$ cat src/rtl/alua_pkg.sv
// Shared encodings for the 8-bit ALU slice and the multi-precision sequencer built on it.
package alua_pkg;
    localparam logic [1:0] OP_ADD  = 2'b00;
    localparam logic [1:0] OP_ADDC = 2'b01;
    localparam logic [1:0] OP_SUB  = 2'b10;
    localparam logic [1:0] OP_SUBC = 2'b11;

    typedef enum logic [1:0] {
        S_IDLE = 2'd0,
        S_RUN  = 2'd1,
        S_DONE = 2'd2
    } state_t;
endpackage

$ cat src/rtl/alua.sv
// 8-bit add/sub slice with carry/borrow in and out plus signed overflow.
module alua
    import alua_pkg::*;
(
    input  logic [7:0] a,
    input  logic [7:0] b,
    input  logic [1:0] sel,
    input  logic       cin,
    output logic [7:0] out,
    output logic       cout,
    output logic       vout
);
    logic [8:0] ext;

    always_comb begin
        ext = 9'd0;
        case (sel)
            OP_ADD:  ext = {1'b0, a} + {1'b0, b};
            OP_ADDC: ext = {1'b0, a} + {1'b0, b} + {8'd0, cin};
            OP_SUB:  ext = {1'b0, a} - {1'b0, b};
            default: ext = {1'b0, a} - {1'b0, b} - {8'd0, cin};
        endcase
        out  = ext[7:0];
        // bit 8 is the carry for adds and the borrow for subtracts
        cout = ext[8];
        vout = sel[1] ? ((a[7] != b[7]) && (out[7] != a[7]))
                      : ((a[7] == b[7]) && (out[7] != a[7]));
    end
endmodule

$ cat src/rtl/alua_mp_seq.sv
// Multi-precision add/sub sequencer: runs NBYTES-wide operands LSB first through one alua.
//   state  | meaning
//   S_IDLE | waiting for start
//   S_RUN  | one byte per cycle, carry chained through carry_q
//   S_DONE | done pulse; start here re-launches back-to-back
module alua_mp_seq
    import alua_pkg::*;
#(
    parameter int NBYTES = 4
) (
    input  logic                clk,
    input  logic                rst,
    input  logic                start,
    input  logic [1:0]          op,
    input  logic                cin,
    input  logic [8*NBYTES-1:0] a,
    input  logic [8*NBYTES-1:0] b,
    output logic                busy,
    output logic                done,
    output logic [8*NBYTES-1:0] result,
    output logic                cout,
    output logic                vout,
    output logic                zero
);
    localparam int W     = 8 * NBYTES;
    localparam int IDX_W = $clog2(NBYTES);

    state_t           state, state_nxt;
    logic [W-1:0]     a_q, b_q, result_nxt;
    logic [1:0]       op_q, byte_sel;
    logic             carry_q, accept, last_byte;
    logic [IDX_W-1:0] idx;
    logic [7:0]       byte_a, byte_b, byte_out;
    logic             byte_cout, byte_vout;

    assign accept    = start && ((state == S_IDLE) || (state == S_DONE));
    assign last_byte = (idx == IDX_W'(NBYTES - 1));
    assign byte_a    = a_q[8*idx +: 8];
    assign byte_b    = b_q[8*idx +: 8];
    // upper bytes always chain the carry/borrow regardless of the requested op
    assign byte_sel  = (idx == '0) ? op_q : {op_q[1], 1'b1};

    alua u_alua (
        .a    (byte_a),
        .b    (byte_b),
        .sel  (byte_sel),
        .cin  (carry_q),
        .out  (byte_out),
        .cout (byte_cout),
        .vout (byte_vout)
    );

    always_comb begin
        state_nxt = state;
        case (state)
            S_IDLE:  if (start) state_nxt = S_RUN;
            S_RUN:   if (last_byte) state_nxt = S_DONE;
            S_DONE:  state_nxt = start ? S_RUN : S_IDLE;
            default: state_nxt = S_IDLE;
        endcase
    end

    always_comb begin
        result_nxt             = result;
        result_nxt[8*idx +: 8] = byte_out;
    end

    always_ff @(posedge clk) begin
        if (rst) begin
            state <= S_IDLE;
            busy  <= 1'b0;
            done  <= 1'b0;
        end else begin
            state <= state_nxt;
            busy  <= (state_nxt == S_RUN);
            done  <= (state_nxt == S_DONE);
        end
    end

    always_ff @(posedge clk) begin
        if (rst) begin
            idx     <= '0;
            a_q     <= '0;
            b_q     <= '0;
            op_q    <= OP_ADD;
            carry_q <= 1'b0;
            result  <= '0;
            cout    <= 1'b0;
            vout    <= 1'b0;
            zero    <= 1'b0;
        end else if (accept) begin
            a_q     <= a;
            b_q     <= b;
            op_q    <= op;
            carry_q <= op[0] & cin;
            idx     <= '0;
        end else if (state == S_RUN) begin
            result  <= result_nxt;
            carry_q <= byte_cout;
            idx     <= idx + 1'b1;
            if (last_byte) begin
                idx  <= '0;
                cout <= byte_cout;
                vout <= byte_vout;
                zero <= (result_nxt == '0);
            end
        end
    end
endmodule
$ cat config.mk
export PLATFORM = sky130hd
export DESIGN_NAME = alua_mp_seq
export DESIGN_NICKNAME = d
export VERILOG_FILES = /design/src/rtl/alua_pkg.sv /design/src/rtl/alua.sv /design/src/rtl/alua_mp_seq.sv
export SDC_FILE = /design/constraint.sdc
export NUM_CORES = 1
export LEC_CHECK = 0
export BUFFER_PORTS_ARGS = -buffer_cell sky130_fd_sc_hd__buf_2
export CAP_MARGIN = 20
export CORE_MARGIN = 2
export CORE_UTILIZATION = 35
export DETAILED_ROUTE_END_ITERATION = 7
export PLACE_DENSITY_LB_ADDON = 0.1
export SYNTH_ARGS = -nofsm -noshare
export SYNTH_HDL_FRONTEND = slang
export SYNTH_SLANG_ARGS = --single-unit
$ cat constraint.sdc
create_clock -name clk -period 4.7 [get_ports clk]
set_input_delay 0.235 -clock clk [delete_from_list [all_inputs] [get_ports clk]]
set_output_delay 0.235 -clock clk [all_outputs]
set_load 0.01 [all_outputs]
======== Word level (Yosys, flattened, before mapping) ========
Cells that the tools add are included.
word-level totals
  register bits ........................... 108
  latch bits .............................. 0
  RAM bits ................................ 0
  bits in read-only memories .............. 0
  input bits .............................. 70
  output and inout bits ................... 37
  logic and storage cells ................. 57
  memories ................................ 0
operators by class
  add/subtract/negate cells ............... 6
  multiply operators ...................... 0
  div/mod/pow operators ................... 0
  magnitude comparators ................... 0
  equality and inequality tests ........... 10
  shift-type cells ........................ 4
  mux-type cells .......................... 11
  bitwise logic cells ..................... 2
  reductions and logical operators ........ 12
operators with widths
  cell                       count
  $shiftx A32 B6 Y8          2
  $neg A5 Y34                1
  $shift A8 B34 Y32 const A  1
  $shiftx A8 B34 Y32         1
  $bwmux W32                 1
  $logic_not A32 Y1          1
  $pmux W9 S3                1
  $add A8 B8 Y9              1
  $add A9 B1 Y9              1
  $sub A8 B8 Y9              1
  $sub A9 B1 Y9              1
  $eq A2 B2 Y1 const B       4
  $eq A2 B1 Y1 const B       3
  $logic_not A2 Y1           3
  $mux W2                    3
  $pmux W2 S3                1
  $mux W1                    5
  $logic_and A1 B1 Y1        3
  $reduce_and A3 Y1          1
  $add A2 B1 Y2 const B      1
  $ne A1 B1 Y1               2
  $reduce_and A2 Y1          1
  $reduce_bool A2 Y1         1
  $reduce_or A2 Y1           1
  4 further kinds            4

======== Logic depth before layout (Yosys ltp) ========
Gate-level depths: netlist (run 1).
  depth in word-level cells ............... 7
  gate-level depth with buffers ........... 16
  gate-level depth less buffers ........... 14

======== Hierarchy ========
A second synthesis (run 1) with hierarchy kept.
unflattened totals
  cell total of the unflattened synthesis .. 715
  area total of the unflattened synthesis .. 5813.1 um2
by module, submodules not included
  module       times used  cells an instance  area an instance (um2)  seq. area each (um2)
  alua_mp_seq  1           524                4486.8                  2162.1
  alua         1           191                1326.3                  0.0

======== Worst setup path after synthesis (run 1) ========
No wires, ideal clock.
  kind .................................... register to register
  start ................................... register idx[0]
  end ..................................... register carry_q
  library setup time ...................... 0.122 ns
  arrival ................................. 4.111 ns
  data required time ...................... 4.578 ns
  slack ................................... 0.467 ns
  cell stages (with the launch flop) ...... 13
  buffers on the path ..................... 2
  clock period less this slack ............ 4.233 ns
  path through ............................ dfxtp_1 > buf_1 > clkbuf_1 > mux4_2 > fa_1 > a211oi_2 > nor2_1 > xnor2_1 > and3_1 > nor3b_1 > xnor2_1 > mux2i_1 > a311o_1
on the way
  word-level cells in the longest chain between the ends .. 6
  elaborated cells between the ends (all ways) .. 14
  classes of those cells .................. 4 x add/sub; 2 x eq/ne; 2 x shift; 4 x mux; 2 x reduce/logical
ends and longest elaborated chain
  item                                       line                    RTL
  from (decl)                                alua_mp_seq.sv:32       logic [IDX_W-1:0] idx;
  from (signal assigned)                     alua_mp_seq.sv:100      idx <= idx + 1'b1;
  $shiftx A32 B6 Y8 (tied with other cells)  alua_mp_seq.sv:38       assign byte_a = a_q[8*idx +: 8];
  $sub A8 B8 Y9 (tied with other cells)      alua.sv:20, alua.sv:21
  $sub A9 B1 Y9 (tied with other cells)      alua.sv:21              default: ext = {1'b0, a} - {1'b0, b} - {8'd0, cin};
  $pmux W9 S3 *                              alua.sv:17              case (sel)
  $mux W1 *                                  alua_mp_seq.sv:97       end else if (state == S_RUN) begin
  $mux W1 *                                  alua_mp_seq.sv:91       end else if (accept) begin
  to (signal assigned)                       alua_mp_seq.sv:95       carry_q <= op[0] & cin;
  to (signal assigned)                       alua_mp_seq.sv:99       carry_q <= byte_cout;
  to (decl)                                  alua_mp_seq.sv:31       logic carry_q, accept, last_byte;
Every way passes the cells marked *; elsewhere a longest branch is shown, timed or not. The select of a mux whose other input is x is not followed.
A chain may end at the register's enable or synchronous reset.

======== Final worst setup path (run 1) ========
  start ................................... register idx[0]
  end ..................................... register result[23]
on the way
  word-level cells in the longest chain between the ends .. 6
  elaborated cells between the ends (all ways) .. 16
  classes of those cells .................. 5 x add/sub; 2 x eq/ne; 4 x shift; 3 x mux; 2 x reduce/logical
ends and longest elaborated chain
  item                                       line                    RTL
  $shiftx A32 B6 Y8 (tied with other cells)  alua_mp_seq.sv:38
  $sub A8 B8 Y9 (tied with other cells)      alua.sv:20, alua.sv:21
  $sub A9 B1 Y9 (tied with other cells)      alua.sv:21
  $pmux W9 S3                                alua.sv:17
  $shiftx A8 B34 Y32                         alua_mp_seq.sv:65       result_nxt[8*idx +: 8] = byte_out;
  $bwmux W32 *                               alua_mp_seq.sv:65
  to (signal assigned)                       alua_mp_seq.sv:98       result <= result_nxt;
  to (decl)                                  alua_mp_seq.sv:20       output logic [8*NBYTES-1:0] result,
Every way passes the cells marked *; elsewhere a longest branch is shown, timed or not.

==> summary by stage, run 1 <==
Outcome
The run finished with clean final reports.

STA
The final hold violation count is 0. The number of pins with negative max-slew slack in the final report is 0. For the final routed database, the setup TNS stands at 0 ns. The largest clock skew in the final design is roughly 0.013 ns. Setup repair after global routing left no endpoint under its margin. Subtracting the final worst setup slack from the clock period gives 4.16 ns. The highest clock frequency the design can meet is 240 MHz. The final critical path takes up roughly nine tenths of the cycle. The final number of setup-violating endpoints is 0. The final setup slack of the worst path is around 0.54 ns.

The headroom to the max-slew limit is between 20% and 30%. At the pin with the least slew margin, the transition time is between 1 and 1.5 ns.

GRT
The initial antenna violation count is 0. The combined global-route utilization of all metal layers is 18.1%. The pin count of the biggest net entering global routing is roughly 110. The first global-routing pass estimated 24.1 mm of wire.

The overflow left after global routing is 0. The via count of the first global-routing pass is about 4700.

Cells and area
Of the cells placed in the final design, the portion with a size suffix greater than 1 is roughly 22%. From synthesis to final layout, the design area changed by 18.8%. The final layout net count is approximately 860. The number of diodes added for antenna fixing is 0.

Detailed routing
Before antenna repair, the detailed router went through 5 iterations. The number of violations reported at the end of detailed-routing iteration 0 is 236. The DRC violation count after routing is 0. Once detail routing completed, the nets flagged for antenna violations numbered 0. The total number of vias is around 5000. The routed length per instance is between 15 and 20 um. The total length of routed wires is between 15 and 20 mm. The average via count per standard cell is 5.12.

Floorplan
The die covers ~17000 um2. The core region is around 16000 um2. The die height is between 100 and 150 um.

In this run the core area contains between 40 and 50 standard-cell rows. In this run the count of I/O pins placed on the die edge is approximately 110. For this configuration, the core starts out at a cell density of ~36%. The die is between 100 and 150 um wide.

Placement
The wire-length estimate of the detail-placed layout is 11.3 mm. Port buffering added approximately 110 buffers. The congestion estimate from routability-driven global placement came to 0.830. OpenSTA, run right after detailed placement, puts the worst setup slack at 0.457 ns.

Synth
The cell area that synthesis handed to floorplanning was 5640 um2. The number of instances in the synthesized netlist is 667. For this run, the leading register cell type out of synthesis is dfxtp_1. After synthesis, the cell types taking the most area are dfxtp_1 (38%), nand2_1 (9.7%), a21oi_1 (7.5%), mux4_2 (6.8%), ha_1 (5.8%). The number of nets in the synthesized netlist is 765. The average instance area after synthesis is about 8.5 um2. The fraction of registers with async set/reset is 0%. The commonest cells after synthesis are nand2_1 (146), dfxtp_1 (108), a21oi_1 (85).

The sequential-to-total area share from yosys stat is 38.3%. The number of distinct standard cells referenced by the synthesized netlist is 62. For this run, the number of Yosys warnings is 0. The most used standard cell by instance count after synthesis is nand2_1. Yosys mapped a number of flops with a built-in enable equal to 0. After synthesis the netlist holds a flip-flop and latch count of ~110.

The top cell type by total area after synthesis is dfxtp_1. The fraction of post-synthesis cell area in the top cell type by area is a little under two fifths.

Power and ir drop
The leakage power figure is 0.00277 uW. The power per unit of standard cell area is 343 nW/um2. Across the VDD grid, the largest voltage drop is just over 0.0002 V. Power comes to between 2000 and 2500 uW.

Critical path
The beginning of the critical path is idx[0]. The type of the worst setup path is flip-flop to flip-flop. For the worst setup path, the data required time is ~5.0 ns. At the worst endpoint, the arrival time is around 4.5 ns. The number of cells on the worst reg-to-reg path is 11. STA classifies the critical path endpoint as a flip-flop. Of all nets on the critical path, the largest fanout is 10. The startpoint type of the worst setup path is a flip-flop. The launch instance of the worst register-to-register path is idx[0].

Flow run
The tool flagged a number of max-cap violations equal to 0.

CTS
The number of clock sinks is 108. For this design, the CTS-stage hold fixing added 0 buffers. The root buffer cell is clkbuf_16. The number of buffers inserted to repair setup after CTS is 0. At the later pin of the worst-skew pair, clock insertion delay measures about 0.36 ns. The count of instances resized after the clock tree is built is 0.

The TritonCTS clock tree is done. Clock-pin slew was measured on the worst setup and hold paths at about 0.080 ns. The maximum level of the CTS H-tree is 3. Clock tree synthesis inserted a total of 9 buffers. The clock passes through at most 2 buffers.

Worst hold path
The startpoint of the lowest-slack hold path is b[29]. Along the worst hold path, the cell count comes to 3. In this run the worst hold path is classified as primary input to flip-flop.
[critical path: stages (launching register included)]
cell	delay [ns]
dfxtp_1	0.71
buf_4	0.31
mux4_2	0.55
ha_1	0.44
o21ai_1	0.25
a21oi_1	0.09
o211a_1	0.23
a2111oi_1	0.60
o21ai_0	0.23
a21oi_2	0.34
o21ai_0	0.15
a21oi_1	0.19
[where the power goes]
group / switching, uW / internal (uW) / total (uW)
registers: 27.3 / 956 / 984
logic: 297 / 191 / 488
clock network: 390 / 440 / 830
[stage by stage]
stage	cell area (um2)	util, %	hold WS [ns]	instances
floorplan	5640	-	0.371	667
finish	6710	42.4	0.101	978
global route	6710	42.4	0.0771	978
global placement	6380	40.3	0.441	961
detailed placement	6380	40.3	0.447	962
CTS	6710	42.4	0.0826	978
[kinds of logic (layout without fill, tap and decap cells)]
logic type / Yosys count / in the layout / synth area share [%]
AO/OA/AOI/OAI: 160 / 160 / 18.6
multiplexers: 28 / 28 / 8.85
AND/OR/NAND/NOR: 259 / 259 / 20.4
flip-flops: 108 / 108 / 38.3
buffers and inverters: 66 / 161 / 4.59
adder cells (fa/ha/maj): 28 / 28 / 6.47
XOR/XNOR: 18 / 18 / 2.79
[worst paths after layout]
check | endpoint | slack, ns
worst min-delay path | b_q[29] | 0.10
worst max register to register | result[23] | 0.54
worst max-delay path | result[23] | 0.54
worst min register to register | op_q[0] | 0.45
[final cells by class]
type,count,area [um2]
inverters,28,105
clock buffers,10,239
multi-input cells,493,3230
clock inverters,6,82.6
flip-flops and latches,108,2160
well taps,216,270
fillers,1659,9120
repair buffers,117,613
[placed cells by master (no fill, tap or decap), drive strengths merged, types with 17 or more instances in the layout]
cell type / count
ha: 26
buf: 117
nand2: 146
a21oi: 86
mux4: 17
nor3: 18
dfxtp: 108
a22oi: 28
inv: 29
nor2: 46
[sequential cells by signal, summed over array words and instances, names as in the netlist]
signal	count
result	32
idx	2
done	1
state	2
busy	1
b_q	32
vout	1
zero	1
op_q	2
a_q	32
carry_q	1
cout	1
[per-layer routing]
layer	up-vias	GRT usage, %	share of wire [%]	wire length, um
met2	125	27.8	45	6920
met1	2348	25.4	48	7380
met3	21	3.75	4.2	650
li1	2517	-	-	-
met4	0	6.32	2.3	354
met5	-	0	0	0
No activity file was read; power rests on OpenSTA's default activity.
==> inputs of run 2 (changes only) <==
Settings changed: GPL_TIMING_DRIVEN set to 0.
==> summary by stage, run 2 (synthesized netlist as in run 1, its figures left out) <==
Placement
The count of placed standard cells including taps is 989 (+2.8%). The placed wire-length estimate after detailed placement is 12.8 mm (+13%). The routability congestion estimate is 0.841 (+1.4%). The count of port buffers added during placement is 105 (-0.94%).

Critical path
The critical path starts at idx[0]. The largest fanout on the critical path came to 10 (unchanged). STA classifies the critical path endpoint as a flip-flop. The required arrival time at the worst endpoint is 5.01 ns (+0.02 ns). The arrival time at the worst endpoint is 4.60 ns (+0.15 ns).

The type of the worst setup path is flip-flop to flip-flop. STA classifies the critical path startpoint as a flip-flop. The launch instance of the worst register-to-register path is idx[0].

STA
The number of pins with negative max-slew slack in the final report is 0 (unchanged). The transition time at the pin with the least slew margin was 1.12 ns (+0.0385 ns). The hold slack is 0.105 ns (+0.00480 ns). The post-route minimum period is 4.29 ns (+0.134 ns).

The total negative setup slack came to 0 ns (unchanged). The largest clock skew in the final design is 0.0139 ns (+0.000887 ns). The portion of the clock cycle consumed by the worst path in the final layout is 91.3% (+2.8 points).

The headroom to the max-slew limit is 24.8% (-3.3 points). The final number of setup-violating endpoints came to 0 (unchanged). Setup repair after global routing left no endpoint under its margin. The final hold violation count is 0 (unchanged). The highest clock frequency the design can meet is 233 MHz (-3.1%).

CTS
The worst-skew pair later-pin latency is 0.36 ns (about the same). TritonCTS built the clock tree. The maximum buffer depth of the clock tree is 2 (unchanged). The clock transition at the register clock pins on the worst setup and hold paths after CTS is 0.08 ns (about the same). The cell sitting at the root of the clock tree is a clkbuf_16. The number of clock sinks is 108 (unchanged).

The TritonCTS buffer count is 9 (unchanged). The maximum level of the CTS H-tree is 3 (unchanged).

Floorplan
The placeable core region is 15800 um2 (unchanged). The initial core utilization is 35.7% (unchanged). The die height is 131 um (unchanged).

The width of the chip is 131 um (unchanged). The number of top-level design ports is 107 (unchanged). The number of standard-cell rows in the floorplan is 46 (unchanged). The area of the die came to 17200 um2 (unchanged).

Power and ir drop
The leakage power figure is 0.00277 uW (+0.21%). The power per unit of standard cell area was 338 nW/um2 (-1.4%). The worst voltage drop across the vdd grid is 0.000181 V (-12%).

GRT
The via count of the first global-routing pass is 4906 (+5.3%). The overflow left after global routing is 0 (unchanged). The wire length of the first global-routing pass is 26.2 mm (+8.5%). The initial antenna violation count came to 0 (unchanged).

The combined global-route utilization of all metal layers is 20.2% (+2.1 points). The pin count of the biggest net entering global routing was 20 (-81%).

Detailed routing
The final antenna-violating net count was 0 (unchanged). The count of TritonRoute iterations in the first routing pass is 5 (unchanged). The DRC violation count after routing is 0 (unchanged). The average via count per standard cell was 5.15 (+0.50%). The total number of vias was 5175 (+3.3%). The total length of routed wires was 16.7 mm (+9.3%).

The number of violations reported at the end of detailed-routing iteration 0 is 303 (+28%). The routed length per instance came to 16.6 um (+6.4%).

Worst hold path
The worst hold path begins at a[5]. In this run the worst hold path is classified as primary input to flip-flop.

Outcome
The flow ran to the end, and the final reports show no timing, DRC or antenna violations.

Cells and area
The final layout net count came to 882 (+3.2%). The share of cells above drive strength 1 is 21.2% (-1.0 points). The top cell types in the final layout, fill and taps aside, are nand2_1 (146), buf_2 (108), dfxtp_1 (107), a21oi_1 (85), nor2_1 (45).

The largest registers in the layout are a_q (32), b_q (32), result (32). The layout overhead on the synthesized area is 20.2%. The number of diodes added for antenna fixing came to 0 (unchanged). The post-layout instance count excluding filler cells is 1005 (+2.8%).

The commonest non-fill, non-tap cell in the layout is nand2_1.

Flow run
The count of maximum capacitance violations is 0 (unchanged).
## run 2: cell types whose count changed in the layout (fill, tap and decap cells not counted), sizes merged
cell,delta
inv,+1
clkdlybuf4s15,+1
clkinv,-1
clkbuf,+32
buf,-6
## run 2: area by class of cell
type,instances,area [um2]
timing repair buffer,106,537
inverter,28,105
sequential,108,2160
clock inverter,6,77.6
buffer,38,164
tap,216,270
fill,1631,9040
clock buffer,10,229
multi-input combinational,493,3240
## run 2: through the flow
step                      utilization [%]  area (um2)  setup WS (ns)  total power (uW)
after detailed placement             40.8        6450         -0.641              1510
after floorplan                         -        5640          0.467              1350
after global placement               40.7        6440         -0.603              1500
final                                42.9        6790          0.407              2300
after CTS                            42.8        6780        0.00185              2310
after global routing                 42.9        6790         0.0735              2410
## run 2: metal layers
| metal | track usage [%] | wire length, um |
|---|---|---|
| met4 | 6.38 | 327 |
| met5 | 0 | 0 |
| met2 | 32.5 | 7720 |
| met1 | 27.5 | 7920 |
| met3 | 3.79 | 761 |
## run 2: power by group
group	leakage (uW)	internal (uW)	switching [uW]
clock	0.000147	425	378
sequential	0.000882	957	23.3
combinational	0.00174	194	319
## run 2: worst max-delay path, cell delays in order, from the launching register on
cell	delay, ns
dfxtp_2	0.46
clkbuf_4	0.32
clkbuf_4	0.33
mux4_2	0.58
ha_1	0.32
buf_4	0.18
nor2_2	0.16
o211ai_1	0.30
a21o_2	0.34
a2111oi_4	0.36
a311oi_1	0.15
a41o_1	0.22
mux2i_1	0.30
a311o_1	0.21
## run 2: repair_timing
action / 4_1_cts / 5_1_grt
setup endpoints to repair: 31 / 21
gates resized for setup: 7 / 7
setup buffers: 0 / 0
hold buffers: 0 / 0
## run 2: worst paths after layout
| kind | slack [ns] | cells past startpoint | end |
|---|---|---|---|
| setup reg to reg | 0.41 | 13 | carry_q |
| hold reg to reg | 0.45 | 2 | a_q[0] |
| setup / recovery | 0.41 | 13 | carry_q |
| hold / removal | 0.11 | 3 | a_q[5] |
